`src/rtl/fetch_unit.sv`:
```
`default_nettype none
// +-----------------------------------------------------------------------+
// | fetch_unit : single-outstanding instruction fetch FSM with redirect    |
// | Rev 1.0                                                                |
// +-----------------------------------------------------------------------+
module fetch_unit #(
  parameter logic [31:0] RESET_PC = 32'h0000_0000
) (
  input  logic        clk,
  input  logic        reset,
  input  logic        redirect,
  input  logic [31:0] redirect_pc,
  output logic        imem_req,
  output logic [31:0] imem_addr,
  input  logic        imem_rvalid,
  input  logic [31:0] imem_rdata,
  output logic        instr_valid,
  input  logic        instr_ready,
  output logic [31:0] instr,
  output logic [31:0] instr_pc,
  output logic [31:0] pc_plus8,
  output logic [3:0]  cond,
  output logic [1:0]  op,
  output logic [5:0]  funct,
  output logic [3:0]  rd
);

  typedef enum logic [1:0] {IDLE, FETCH, WAIT, HOLD} state_t;

  state_t      state;
  logic [31:0] pc;
  logic        kill;
  logic [31:0] redirect_pc_aligned;

  assign redirect_pc_aligned = redirect_pc & 32'hFFFF_FFFC;

  // pc only changes on leaving FETCH, so it is the request address for the whole FETCH cycle
  assign imem_addr = pc;
  assign pc_plus8  = instr_pc + 32'd8;
  assign cond      = instr[31:28];
  assign op        = instr[27:26];
  assign funct     = instr[25:20];
  assign rd        = instr[15:12];

  always_ff @(posedge clk) begin
    if (reset) begin
      state       <= IDLE;
      pc          <= RESET_PC;
      kill        <= 1'b0;
      instr       <= 32'd0;
      instr_pc    <= 32'd0;
      imem_req    <= 1'b0;
      instr_valid <= 1'b0;
    end else begin
      imem_req    <= 1'b0;
      instr_valid <= 1'b0;
      case (state)
        IDLE: begin
          if (redirect) pc <= redirect_pc_aligned;
          state    <= FETCH;
          imem_req <= 1'b1;
        end
        FETCH: begin
          // the request for the old pc is already out; kill marks its response stale
          if (redirect) begin
            pc   <= redirect_pc_aligned;
            kill <= 1'b1;
          end
          state <= WAIT;
        end
        WAIT: begin
          if (imem_rvalid) begin
            if (redirect) begin
              pc       <= redirect_pc_aligned;
              kill     <= 1'b0;
              state    <= FETCH;
              imem_req <= 1'b1;
            end else if (kill) begin
              kill     <= 1'b0;
              state    <= FETCH;
              imem_req <= 1'b1;
            end else begin
              instr       <= imem_rdata;
              instr_pc    <= pc;
              pc          <= pc + 32'd4;
              state       <= HOLD;
              instr_valid <= 1'b1;
            end
          end else if (redirect) begin
            pc   <= redirect_pc_aligned;
            kill <= 1'b1;
          end
        end
        HOLD: begin
          if (redirect || instr_ready) begin
            if (redirect) pc <= redirect_pc_aligned;
            state    <= FETCH;
            imem_req <= 1'b1;
          end else begin
            instr_valid <= 1'b1;
          end
        end
        default: state <= IDLE;
      endcase
    end
  end

endmodule
`default_nettype wire

```
`config.mk`:
```
export PLATFORM = sky130hd
export DESIGN_NAME = fetch_unit
export DESIGN_NICKNAME = d
export VERILOG_FILES = /design/src/rtl/fetch_unit.sv
export SDC_FILE = /design/constraint.sdc
export NUM_CORES = 1
export LEC_CHECK = 0
export ABC_AREA = 0
export BUFFER_PORTS_ARGS = -buffer_cell sky130_fd_sc_hd__buf_2
export CORE_MARGIN = 2
export CORE_UTILIZATION = 43
export DETAILED_ROUTE_END_ITERATION = 8
export PLACE_DENSITY = 0.77
export SYNTH_ARGS = -nofsm -noshare
export SYNTH_HDL_FRONTEND = slang
export SYNTH_SLANG_ARGS = --single-unit
```
`constraint.sdc`:
```
create_clock -name clk -period 1.82 [get_ports clk]
set_input_delay 0.364 -clock clk [delete_from_list [all_inputs] [get_ports clk]]
set_output_delay 0.364 -clock clk [all_outputs]
set_load 0.02 [all_outputs]
```
==> flow_summary_export.csv <==
group,metric,value,unit
grt,grt_max_degree,65,
timing,setup-violations-final,33,
floorplan,dieArea,0.0121,sq mm
detailed_routing,ant_nets,0,
clock_tree,cts_tree,"yes",
floorplan,core,0.0109,sq mm
power_and_ir_drop,pwr-share-comb,14.9,%
power_and_ir_drop,clockPowerShare,30.4,%
clock_tree,cts_root_buf,"clkbuf_8",
power_and_ir_drop,p_sw,1.16,mW
layout,fin_util,70.4,%
timing,setup_slack,-498,ps
detailed_routing,drt_first_pass_iters,6,
timing,finalMaxSlewViolations,0,
timing,fmax,431,MHz
place,pre_cts_ws,-273,ps
grt,grt_first_pass_wirelength,24.1,mm
outcome,violations,"negative setup slack",
grt,grt_overflow,0,
power_and_ir_drop,p_sw_share,27.6,%
min_path,hp-class,"in2reg",
floorplan,die_h,110,um
critical_path,path_max_fanout,7,
power_and_ir_drop,leakage,3.55,nW
power_and_ir_drop,pwr-share-seq,54.7,%
floorplan,rows,38,
synth,synthCells,625,
layout,num-nets-final,975,
clock_tree,clock_path_buffers,2,
critical_path,worstSetupPathType,"reg2out",
timing,whs,222,ps
critical_path,crit_arrival,1950,ps
timing,rsz0062_at_grt,"true",
timing,fin_setup_tns,-9140,ps
synth,synth.distinct_cells,38,
floorplan,pin_count,215,
critical_path,endpoint_kind,"primary output",
grt,antenna_found_initial,1,
critical_path,crit_required,1460,ps
power_and_ir_drop,power_density,550,mW/mm^2
power_and_ir_drop,p_int,3.06,mW
timing,slew_headroom,73.0,%
clock_tree,htreeDepth,3,
grt,grt_pass1_vias,5088,
outcome,status,"finished, violations left",
synth,syn_nets,699,
timing,hold_viol,0,
detailed_routing,avgViaCountPerCell,5.24,
layout,drive_above_1_share,50.1,%
place,place_congestion,0.888,
clock_tree,cts_num_sinks,101,
synth,ys_seq_elements,101,
synth,syn-cell-area,0.00483,sq mm
clock_tree,cts_buffers,9,
timing,period_needed,2320,ps
detailed_routing,wl_per_cell,15.0,um
synth,ys_warn_count,0,
synth,ys_async_sr_fraction,0,%
place,portBuffers,212,
layout,syn2layout_area_growth,58.9,%
floorplan,initial_core_util,44.3,%
floorplan,fp.dieW,110,um
critical_path,startpoint_type,"flop",
timing,period_share,127,%
detailed_routing,drt-initial-drc-count,329,
synth,ys_seq_area_share,41.9,%
synth,synthFlopType,"dfxtp_1",
detailed_routing,wl,15.7,mm
synth,syn-mean-instance-area,7.72,sq um
clock_tree,hold_buffers,0,
grt,grtUsageTotal,25.3,%
clock_tree,worstSkewPairLatency,370,ps
clock_tree,path_clk_slew,100,ps
job,maxCapViolations,0,
timing,tightestPinTransition,405,ps
timing,finClkSkew,10.6,ps
detailed_routing,drc,0,
synth,synth_edf_count,0,
place,hpwl,11.3,mm
detailed_routing,via_count,5486,
power_and_ir_drop,max-vdd-ir-drop,0.000342,V
==> power by group through the flow <==
stage                     clock network [mW]  registers [mW]  logic [mW]
final                                   1.28            2.31       0.627
after global routing                    1.40            2.32       0.678
after CTS                               1.29            2.31       0.587
after detailed placement                   0            2.36       0.579
after global placement                     0            2.35       0.566
after floorplan                            0            2.44       0.200
==> timing repair <==
| item | CTS | global route |
|---|---|---|
| endpoints found under the setup margin | 39 | 41 |
| gates resized for setup | 68 | 54 |
| buffers inserted | 10 | 9 |
| pin swaps | 30 | 19 |
| endpoints found under the hold margin | 0 | 0 |
==> final cells by class <==
class / instances / area, sq um
antenna: 1 / 2.50
clock buffer: 12 / 145
clock inverter: 4 / 23.8
fill: 838 / 3220
inverter: 12 / 45.0
multi-input combinational: 456 / 3060
sequential: 101 / 2090
tap: 140 / 175
timing repair buffer: 321 / 2120
==> path summary, 6_finish.rpt <==
check | start | to | slack [ps] | depth (start not counted)
max reg2reg | state[0] | imem_addr[27] | -130 | 10
min reg2reg | instr[0] | instr[0] | 460 | 2
min | imem_rdata[0] | instr[0] | 220 | 3
max | instr_pc[14] | pc_plus8[24] | -500 | 8
==> stage by stage <==
step	power, mW	cell area, sq um	instances
global placement	2.92	6910	1015
CTS	4.18	7370	1040
finish	4.22	7670	1047
floorplan	2.64	5190	625
detailed placement	2.94	6910	1015
global route	4.39	7660	1046
==> critical path, cell delays in order, from the launching register on <==
cell and delay, ps:
dfxtp_4 350, and4_4 220, and3_1 160, nand4_1 90, buf_6 150, buf_8 150
nor2_2 160, xor2_2 150, buf_4 150
==> metal layers <==
metal  GRT usage [%]  vias to the layer above  wire length [um]
met5               0                        -                 0
met4            10.8                        0               424
met3            3.79                       35              1140
met2            44.1                      253              7780
met1            30.8                     2546              6320
li1                -                     2652                 -
==> synth_stat cells, types with 3 or more instances <==
cell      instances  share of area [%]
a211oi_1         15                2.3
or3_1             5               0.65
inv_1            12               0.93
and4_1            7                1.3
a311oi_1          9                1.6
dfxtp_1         101                 42
a21oi_1          75                7.8
mux2i_1           3               0.62
nor4_1            3               0.39
xnor2_1          17                3.1
nor2_1           44                3.4
buf_4            19                3.0
nor3_1            9               0.93
nand2_1         157                 12
or4_1             4               0.62
xor2_1           28                5.1
nand3_1          24                2.5
nand4_1          14                1.8
buf_2             3               0.31
o31ai_1           4               0.62
o21ai_0           8               0.83
ha_1              5                1.3
and3_1            7               0.91
clkbuf_1         32                2.5
==> sequential cells by signal (all words and copies together) (netlist names) <==
register,count
imem_addr,32
instr,32
state,2
imem_req,1
instr_valid,1
kill,1
instr_pc,32
==> layout by cell type (no fill, tap or decap), types with 4 or more instances in the layout <==
master and instances:
a211oi_1 14, a21oi_1 74, a311oi_2 7, and3_1 6
buf_12 5, buf_2 187, buf_4 100, buf_6 28
clkbuf_8 10, dfxtp_1 71, dfxtp_2 16, dfxtp_4 14
ha_4 4, inv_1 10, nand2_1 151, nand2_2 4
nand3_1 16, nand3_2 5, nand3_4 4, nand4_1 14
nor2_1 35, nor2_2 4, nor2_4 6, nor3_4 6
o21ai_0 7, or3_1 4, or4_4 4, xnor2_1 8
xnor2_2 9, xor2_1 16, xor2_2 12
==> kinds of logic after synthesis <==
kind of cell             share of synthesized area [%]
adder cells (fa/ha/maj)                           1.30
AND/OR/NAND/NOR                                   27.4
flip-flops                                        41.9
XOR/XNOR                                          8.17
buffers and inverters                             6.84
multiplexers                                     0.622
AO/OA/AOI/OAI                                     13.7
Note: power is estimated with default switching activity, not from simulation.
